$ cat config.mk
export PLATFORM = sky130hd
export DESIGN_NAME = arf_rename_flat
export DESIGN_NICKNAME = d
export VERILOG_FILES = /design/src/rtl/arf_rename_pkg.sv /design/src/rtl/arf_rename_if.sv /design/src/rtl/arf_rename_rat_entry.sv /design/src/rtl/arf_rename.sv /design/src/flat_wrapper.sv
export SDC_FILE = /design/constraint.sdc
export NUM_CORES = 2
export LEC_CHECK = 0
export CAP_MARGIN = 20
export CORE_ASPECT_RATIO = 0.75
export CORE_UTILIZATION = 35
export CTS_BUF_LIST = sky130_fd_sc_hd__clkbuf_8
export CTS_CLUSTER_DIAMETER = 200
export DETAILED_ROUTE_END_ITERATION = 10
export PLACE_DENSITY = 0.61
export SETUP_SLACK_MARGIN = 0.15
export SYNTH_ARGS = -nofsm -noshare
export SYNTH_HDL_FRONTEND = slang
export SYNTH_SLANG_ARGS = --single-unit
$ cat constraint.sdc
create_clock -name clk -period 6.6 [get_ports clk]
set_clock_uncertainty 0.2 [all_clocks]
set_input_delay 1.32 -clock clk [delete_from_list [all_inputs] [get_ports clk]]
set_output_delay 1.32 -clock clk [all_outputs]
set_load 0.01 [all_outputs]
$ cat src/rtl/arf_rename_pkg.sv
// arf_rename_pkg: shared register-file/rename types and the per-source lookup mux
package arf_rename_pkg;

    localparam int ROB_N_ENTRIES = 16;
    localparam int ARF_ID_W      = 5;
    localparam int REG_DATA_W    = 32;

    typedef logic [$clog2(ROB_N_ENTRIES)-1:0] rob_id_t;
    typedef logic [ARF_ID_W-1:0]              arf_id_t;
    typedef logic [REG_DATA_W-1:0]            reg_data_t;

    typedef struct packed {
        logic    valid;
        rob_id_t rob_id;
    } rat_entry_t;

    typedef struct packed {
        logic      renamed;
        rob_id_t   rob_id;
        reg_data_t data;
    } lookup_t;

    // A value retiring this cycle is forwarded instead of reporting a rename
    // that is about to disappear; x0 always reads as zero.
    function automatic lookup_t lookup_sel(arf_id_t id, rat_entry_t e, reg_data_t arf_data,
                                           logic retire, rob_id_t retire_rob_id,
                                           reg_data_t retire_data);
        logic byp;
        byp = e.valid && retire && (e.rob_id == retire_rob_id);
        lookup_sel = '0;
        if (id != '0) begin
            lookup_sel.data    = byp ? retire_data : arf_data;
            lookup_sel.renamed = e.valid && !byp;
            lookup_sel.rob_id  = lookup_sel.renamed ? e.rob_id : '0;
        end
    endfunction

endpackage

$ cat src/rtl/arf_rename_if.sv
// arf_rename_if: retire, dispatch and source-lookup bus between pipeline and ARF/RAT
interface arf_rename_if;
    import arf_rename_pkg::*;

    logic      retire;
    rob_id_t   retire_rob_id;
    arf_id_t   retire_arf_id;
    reg_data_t retire_reg_data;
    logic      dispatch_fire;
    logic      dispatch_dst_valid;
    arf_id_t   dispatch_dst_arf_id;
    rob_id_t   dispatch_rob_id;
    logic      flush;
    arf_id_t   src1_arf_id;
    arf_id_t   src2_arf_id;
    logic      src1_renamed;
    logic      src2_renamed;
    rob_id_t   src1_rob_id;
    rob_id_t   src2_rob_id;
    reg_data_t src1_reg_data;
    reg_data_t src2_reg_data;

    modport master (
        output retire, retire_rob_id, retire_arf_id, retire_reg_data,
               dispatch_fire, dispatch_dst_valid, dispatch_dst_arf_id, dispatch_rob_id,
               flush, src1_arf_id, src2_arf_id,
        input  src1_renamed, src2_renamed, src1_rob_id, src2_rob_id,
               src1_reg_data, src2_reg_data
    );

    modport slave (
        input  retire, retire_rob_id, retire_arf_id, retire_reg_data,
               dispatch_fire, dispatch_dst_valid, dispatch_dst_arf_id, dispatch_rob_id,
               flush, src1_arf_id, src2_arf_id,
        output src1_renamed, src2_renamed, src1_rob_id, src2_rob_id,
               src1_reg_data, src2_reg_data
    );

endinterface

$ cat src/rtl/arf_rename_rat_entry.sv
// rat_entry: one rename-table slot {valid, rob_id} for a single architectural register
module rat_entry
    import arf_rename_pkg::*;
(
    input  logic       clk,
    input  logic       rst_aL,
    input  logic       flush,
    input  logic       rename,
    input  rob_id_t    rename_rob_id,
    input  logic       retire_hit,
    input  rob_id_t    retire_rob_id,
    output rat_entry_t entry
);

    rat_entry_t entry_q, entry_d;

    // Priority flush > rename > retire-clear > hold; retire only clears the
    // mapping if the retiring instruction is still the youngest producer.
    always_comb begin
        entry_d = entry_q;
        if (flush)
            entry_d.valid = 1'b0;
        else if (rename)
            entry_d = '{valid: 1'b1, rob_id: rename_rob_id};
        else if (retire_hit && entry_q.valid && entry_q.rob_id == retire_rob_id)
            entry_d.valid = 1'b0;
    end

    // Slot state register
    always_ff @(posedge clk or negedge rst_aL) begin
        if (!rst_aL)
            entry_q <= '0;
        else
            entry_q <= entry_d;
    end

    assign entry = entry_q;

endmodule

$ cat src/rtl/arf_rename.sv
// arf_rename: architectural register file plus rename table with retire bypass
module arf_rename
    import arf_rename_pkg::*;
#(
    parameter int N_ARF = 32
) (
    input logic         clk,
    input logic         rst_aL,
    arf_rename_if.slave bus
);

    rat_entry_t rat [N_ARF];
    reg_data_t  arf [N_ARF];
    logic       rename_ok;
    lookup_t    lk1, lk2;

    assign rename_ok = bus.dispatch_fire && bus.dispatch_dst_valid && !bus.flush;
    assign rat[0]    = '0;
    assign arf[0]    = '0;

    for (genvar i = 1; i < N_ARF; i++) begin : g_reg
        reg_data_t arf_q, arf_d;
        logic      wr;
        assign wr = bus.retire && bus.retire_arf_id == arf_id_t'(i);
        // Committed value is written on every retire to this register
        always_comb arf_d = wr ? bus.retire_reg_data : arf_q;
        // Data register
        always_ff @(posedge clk or negedge rst_aL) begin
            if (!rst_aL)
                arf_q <= '0;
            else
                arf_q <= arf_d;
        end
        assign arf[i] = arf_q;
        rat_entry u_rat (
            .clk          (clk),
            .rst_aL       (rst_aL),
            .flush        (bus.flush),
            .rename       (rename_ok && bus.dispatch_dst_arf_id == arf_id_t'(i)),
            .rename_rob_id(bus.dispatch_rob_id),
            .retire_hit   (wr),
            .retire_rob_id(bus.retire_rob_id),
            .entry        (rat[i])
        );
    end

    assign lk1 = lookup_sel(bus.src1_arf_id, rat[bus.src1_arf_id], arf[bus.src1_arf_id],
                            bus.retire, bus.retire_rob_id, bus.retire_reg_data);
    assign lk2 = lookup_sel(bus.src2_arf_id, rat[bus.src2_arf_id], arf[bus.src2_arf_id],
                            bus.retire, bus.retire_rob_id, bus.retire_reg_data);

    assign bus.src1_renamed  = lk1.renamed;
    assign bus.src1_rob_id   = lk1.rob_id;
    assign bus.src1_reg_data = lk1.data;
    assign bus.src2_renamed  = lk2.renamed;
    assign bus.src2_rob_id   = lk2.rob_id;
    assign bus.src2_reg_data = lk2.data;

endmodule

$ cat src/flat_wrapper.sv
// flat-port wrapper written by rule: the top's interface ports become plain ports
module arf_rename_flat import arf_rename_pkg::*;
#(
    parameter int N_ARF = 32
)
  (clk, rst_aL, bus_retire, bus_retire_rob_id, bus_retire_arf_id, bus_retire_reg_data, bus_dispatch_fire, bus_dispatch_dst_valid, bus_dispatch_dst_arf_id, bus_dispatch_rob_id, bus_flush, bus_src1_arf_id, bus_src2_arf_id, bus_src1_renamed, bus_src2_renamed, bus_src1_rob_id, bus_src2_rob_id, bus_src1_reg_data, bus_src2_reg_data);
  arf_rename_if bus_i ();
  input logic clk;
  input logic rst_aL;
  input wire logic [$bits(bus_i.retire)-1:0] bus_retire;
  input wire logic [$bits(bus_i.retire_rob_id)-1:0] bus_retire_rob_id;
  input wire logic [$bits(bus_i.retire_arf_id)-1:0] bus_retire_arf_id;
  input wire logic [$bits(bus_i.retire_reg_data)-1:0] bus_retire_reg_data;
  input wire logic [$bits(bus_i.dispatch_fire)-1:0] bus_dispatch_fire;
  input wire logic [$bits(bus_i.dispatch_dst_valid)-1:0] bus_dispatch_dst_valid;
  input wire logic [$bits(bus_i.dispatch_dst_arf_id)-1:0] bus_dispatch_dst_arf_id;
  input wire logic [$bits(bus_i.dispatch_rob_id)-1:0] bus_dispatch_rob_id;
  input wire logic [$bits(bus_i.flush)-1:0] bus_flush;
  input wire logic [$bits(bus_i.src1_arf_id)-1:0] bus_src1_arf_id;
  input wire logic [$bits(bus_i.src2_arf_id)-1:0] bus_src2_arf_id;
  output wire logic [$bits(bus_i.src1_renamed)-1:0] bus_src1_renamed;
  output wire logic [$bits(bus_i.src2_renamed)-1:0] bus_src2_renamed;
  output wire logic [$bits(bus_i.src1_rob_id)-1:0] bus_src1_rob_id;
  output wire logic [$bits(bus_i.src2_rob_id)-1:0] bus_src2_rob_id;
  output wire logic [$bits(bus_i.src1_reg_data)-1:0] bus_src1_reg_data;
  output wire logic [$bits(bus_i.src2_reg_data)-1:0] bus_src2_reg_data;
  assign bus_i.retire = bus_retire;
  assign bus_i.retire_rob_id = bus_retire_rob_id;
  assign bus_i.retire_arf_id = bus_retire_arf_id;
  assign bus_i.retire_reg_data = bus_retire_reg_data;
  assign bus_i.dispatch_fire = bus_dispatch_fire;
  assign bus_i.dispatch_dst_valid = bus_dispatch_dst_valid;
  assign bus_i.dispatch_dst_arf_id = bus_dispatch_dst_arf_id;
  assign bus_i.dispatch_rob_id = bus_dispatch_rob_id;
  assign bus_i.flush = bus_flush;
  assign bus_i.src1_arf_id = bus_src1_arf_id;
  assign bus_i.src2_arf_id = bus_src2_arf_id;
  assign bus_src1_renamed = bus_i.src1_renamed;
  assign bus_src2_renamed = bus_i.src2_renamed;
  assign bus_src1_rob_id = bus_i.src1_rob_id;
  assign bus_src2_rob_id = bus_i.src2_rob_id;
  assign bus_src1_reg_data = bus_i.src1_reg_data;
  assign bus_src2_reg_data = bus_i.src2_reg_data;
  arf_rename #(.N_ARF(N_ARF)) u_core (.clk(clk), .rst_aL(rst_aL), .bus(bus_i));
endmodule
==> results.ini <==
[critical_path]
r2r_slack_ns=4.90
worstPathArrival_ns=4.78
critPathMaxStageDelay_ns=0.54
crit_chain=buf_8, mux4_2, mux2_2, a21oi_1, xor2_1, nand3_1, a2111o_2, buf_12, buf_12, mux2_1, clkdlybuf4s50_1
crit_path_max_fanout=36
start_kind=input port
cp.required_ns=5.08
crit_slowest_cell=mux4_2
crit_type=input port to output port
crit_top_cell=buf_12
critPathCaptureType=output port

[grt]
grt_pass1_vias=41800
grt_max_degree=148
grt_first_pass_wirelength_um=300000
antenna_found_initial=9
track_usage=0.222
grt.overflow.total=0

[sta]
max_slew_margin=0.202
finalHoldViolations=0
rsz0062_at_grt=false
worst_hold_slack_ns=0.224
tns_ns=0
period_minus_slack_ns=6.30
fmax_mhz=159
worst_slew_pin_slew_ns=1.19
finalSetupViolCount=0
slew_violations=0
finalCritPeriodShare=0.954

[clock_tree]
clock_tree.buffer_depth=3
cts_sinks=1147
cts_made_buffers=191
htree_levels=4
clkLatencyLatePin_ns=0.96
root_buffer=clkbuf_8
ctsResizeCount=0
cts.clk_slew.worst_paths_ns=0.06
cts_tree=done

[detailed_routing]
drt-pass1-iter-count=5
wire_per_inst_um=29.9
ant_nets=0
viasPerCell=5.95
drt-total-wl_um=203000
num_vias=40400
drc=0
first_iter_violations=3720

[final_layout]
fillCellCount=16500
final_cell_area_mm2=0.0723
drive_gt1_frac=0.542
nets=4303
final_cells=6787
area_growth_pct=13.1

[floorplan]
core_mm2=0.181
rows=135
start_util=0.353
die_x_um=495
io_pins=140
dieArea_mm2=0.184
die_h_um=372

[power_and_ir_drop]
switching_share=0.287
power_frac_clock=0.320
power_frac_comb=0.224
power_uw=20300
ir_drop_uv=263
seq_power_share=0.456
power.leakage_uw=0.0310
power_density_mw_per_mm2=282
internal_power_uw=14500
switchingPower_uw=5840

[synthesis]
yosysWarnings=0
syn_area_per_cell_um2=15.3
synth.distinct_cells=56
yosysSeqAreaShare=0.449
ys_async_sr_fraction=1.00
yosys.area.top_type_share=0.449
synth_seq_cells=1147
synth_nets=4252
syn_inst=4186
synth.top_cells.by_area=dfrtp_1 (45%), mux4_2 (22%), mux2_2 (21%)
netlist_area_mm2=0.0639
yosys_most_used_dff=dfrtp_1
yosys.area.top_type=dfrtp_1
synth_edf_count=0

[run_status]
status=finished clean

[place]
place_hpwl_um=120000
placed_area_mm2=0.0681
portBuffers=139
dp.cells=6433
gp_congestion=0.922

[flow_run]
cap_viol_max_count=0

[min_path]
hold_class=input port to asynchronous set/reset pin

[logic make-up after synthesis]
group                     Yosys count  share of synthesized area
buffers and inverters             439                     0.0297
and+or+nand+nor                   367                     0.0266
muxes                            1963                      0.460
DFF                              1147                      0.449
xor gates and xnor gates          134                     0.0184
AOI/OAI and AO/OA                 136                     0.0159
[synth_stat cells (17+ instances only)]
master,n
mux2_2,1197
dfrtp_1,1147
mux4_2,628
clkbuf_1,291
nor2_1,137
nand2_1,86
xor2_1,82
buf_2,71
mux2i_1,69
buf_1,54
xnor2_1,52
mux2_4,45
a22o_1,35
nand3_1,35
o21ai_0,35
nor3_1,30
nand2b_1,17
[critical path: cells and delay by family]
| family | cells | cell delay (ns) |
|---|---|---|
| xor gates and xnor gates | 1 | 0.18 |
| muxes | 3 | 1.13 |
| and+or+nand+nor | 1 | 0.10 |
| AOI/OAI and AO/OA | 2 | 0.84 |
| buffers and inverters | 4 | 1.11 |
[path summary, 6_finish.rpt]
kind | start | to | cells after the start
max | bus_src2_arf_id[1] | bus_src2_reg_data[2] | 11
min | rst_aL | u_core.g_reg[17].arf_q[2] | 1
max reg2reg | u_core.g_reg[19].u_rat.entry[2] | u_core.g_reg[19].u_rat.entry[4] | 4
min reg2reg | u_core.g_reg[14].arf_q[10] | u_core.g_reg[14].arf_q[10] | 1
max in group asynchronous | rst_aL | u_core.g_reg[22].arf_q[24] | 2
min in group clk | u_core.g_reg[14].arf_q[10] | u_core.g_reg[14].arf_q[10] | 1
[power groups by stage]
stage / clock [uW] / combinational [uW] / sequential [uW]
floorplan: 0 / 3370 / 8990
global placement: 0 / 4470 / 9280
detailed placement: 0 / 4550 / 9350
CTS: 6670 / 4570 / 9230
global route: 6990 / 4850 / 9430
finish: 6510 / 4560 / 9280
[per-stage QoR]
step	worst slack, ns	util
floorplan	1.07	-
global placement	-0.101	0.377
detailed placement	-0.0360	0.377
CTS	0.344	0.398
global route	0.221	0.399
finish	0.301	0.399
[sequential cells by signal, indices dropped and copies added, names as in the netlist]
name and flops:
u_core.g.arf_q 992, u_core.g.u_rat.entry 155
[routing by layer]
metal	up-vias	wire, um	global-route usage
met3	387	14100	0.0431
met5	-	0	0
li1	16300	-	-
met4	0	7810	0.0873
met1	22000	86800	0.307
met2	1680	94100	0.344
[placed cells by master (no fill, tap or decap), drive strengths merged, types with 7 or more instances in the layout]
cell,instances
a21oi,9
a22o,35
a31o,16
a32o,11
buf,171
clkbuf,243
clkdlybuf4s50,120
clkinv,20
dfrtp,1147
diode,7
inv,77
mux2,1256
mux2i,69
mux4,638
nand2,86
nand2b,17
nand3,35
nor2,137
nor2b,15
nor3,30
nor3b,7
nor4,18
o21ai,36
or3,7
xnor2,52
xor2,82
[layout make-up]
| type | count | area [um^2] | share of cell area |
|---|---|---|---|
| Tap cell | 2397 | 3000 | 0.0415 |
| Multi-Input combinational cell | 2600 | 33500 | 0.464 |
| Clock buffer | 242 | 3330 | 0.0461 |
| Clock inverter | 97 | 568 | 0.00786 |
| Inverter | 5 | 20.0 | 0.000277 |
| Sequential cell | 1147 | 28700 | 0.397 |
| Antenna cell | 7 | 17.5 | 0.000242 |
| Timing Repair Buffer | 292 | 3080 | 0.0426 |
[repair_timing]
action | CTS | global route
buffers inserted | 1 | 0
hold buffers | 0 | 0
endpoints found under the setup margin | 31 | 0
Power figures use the tool's default switching activity.
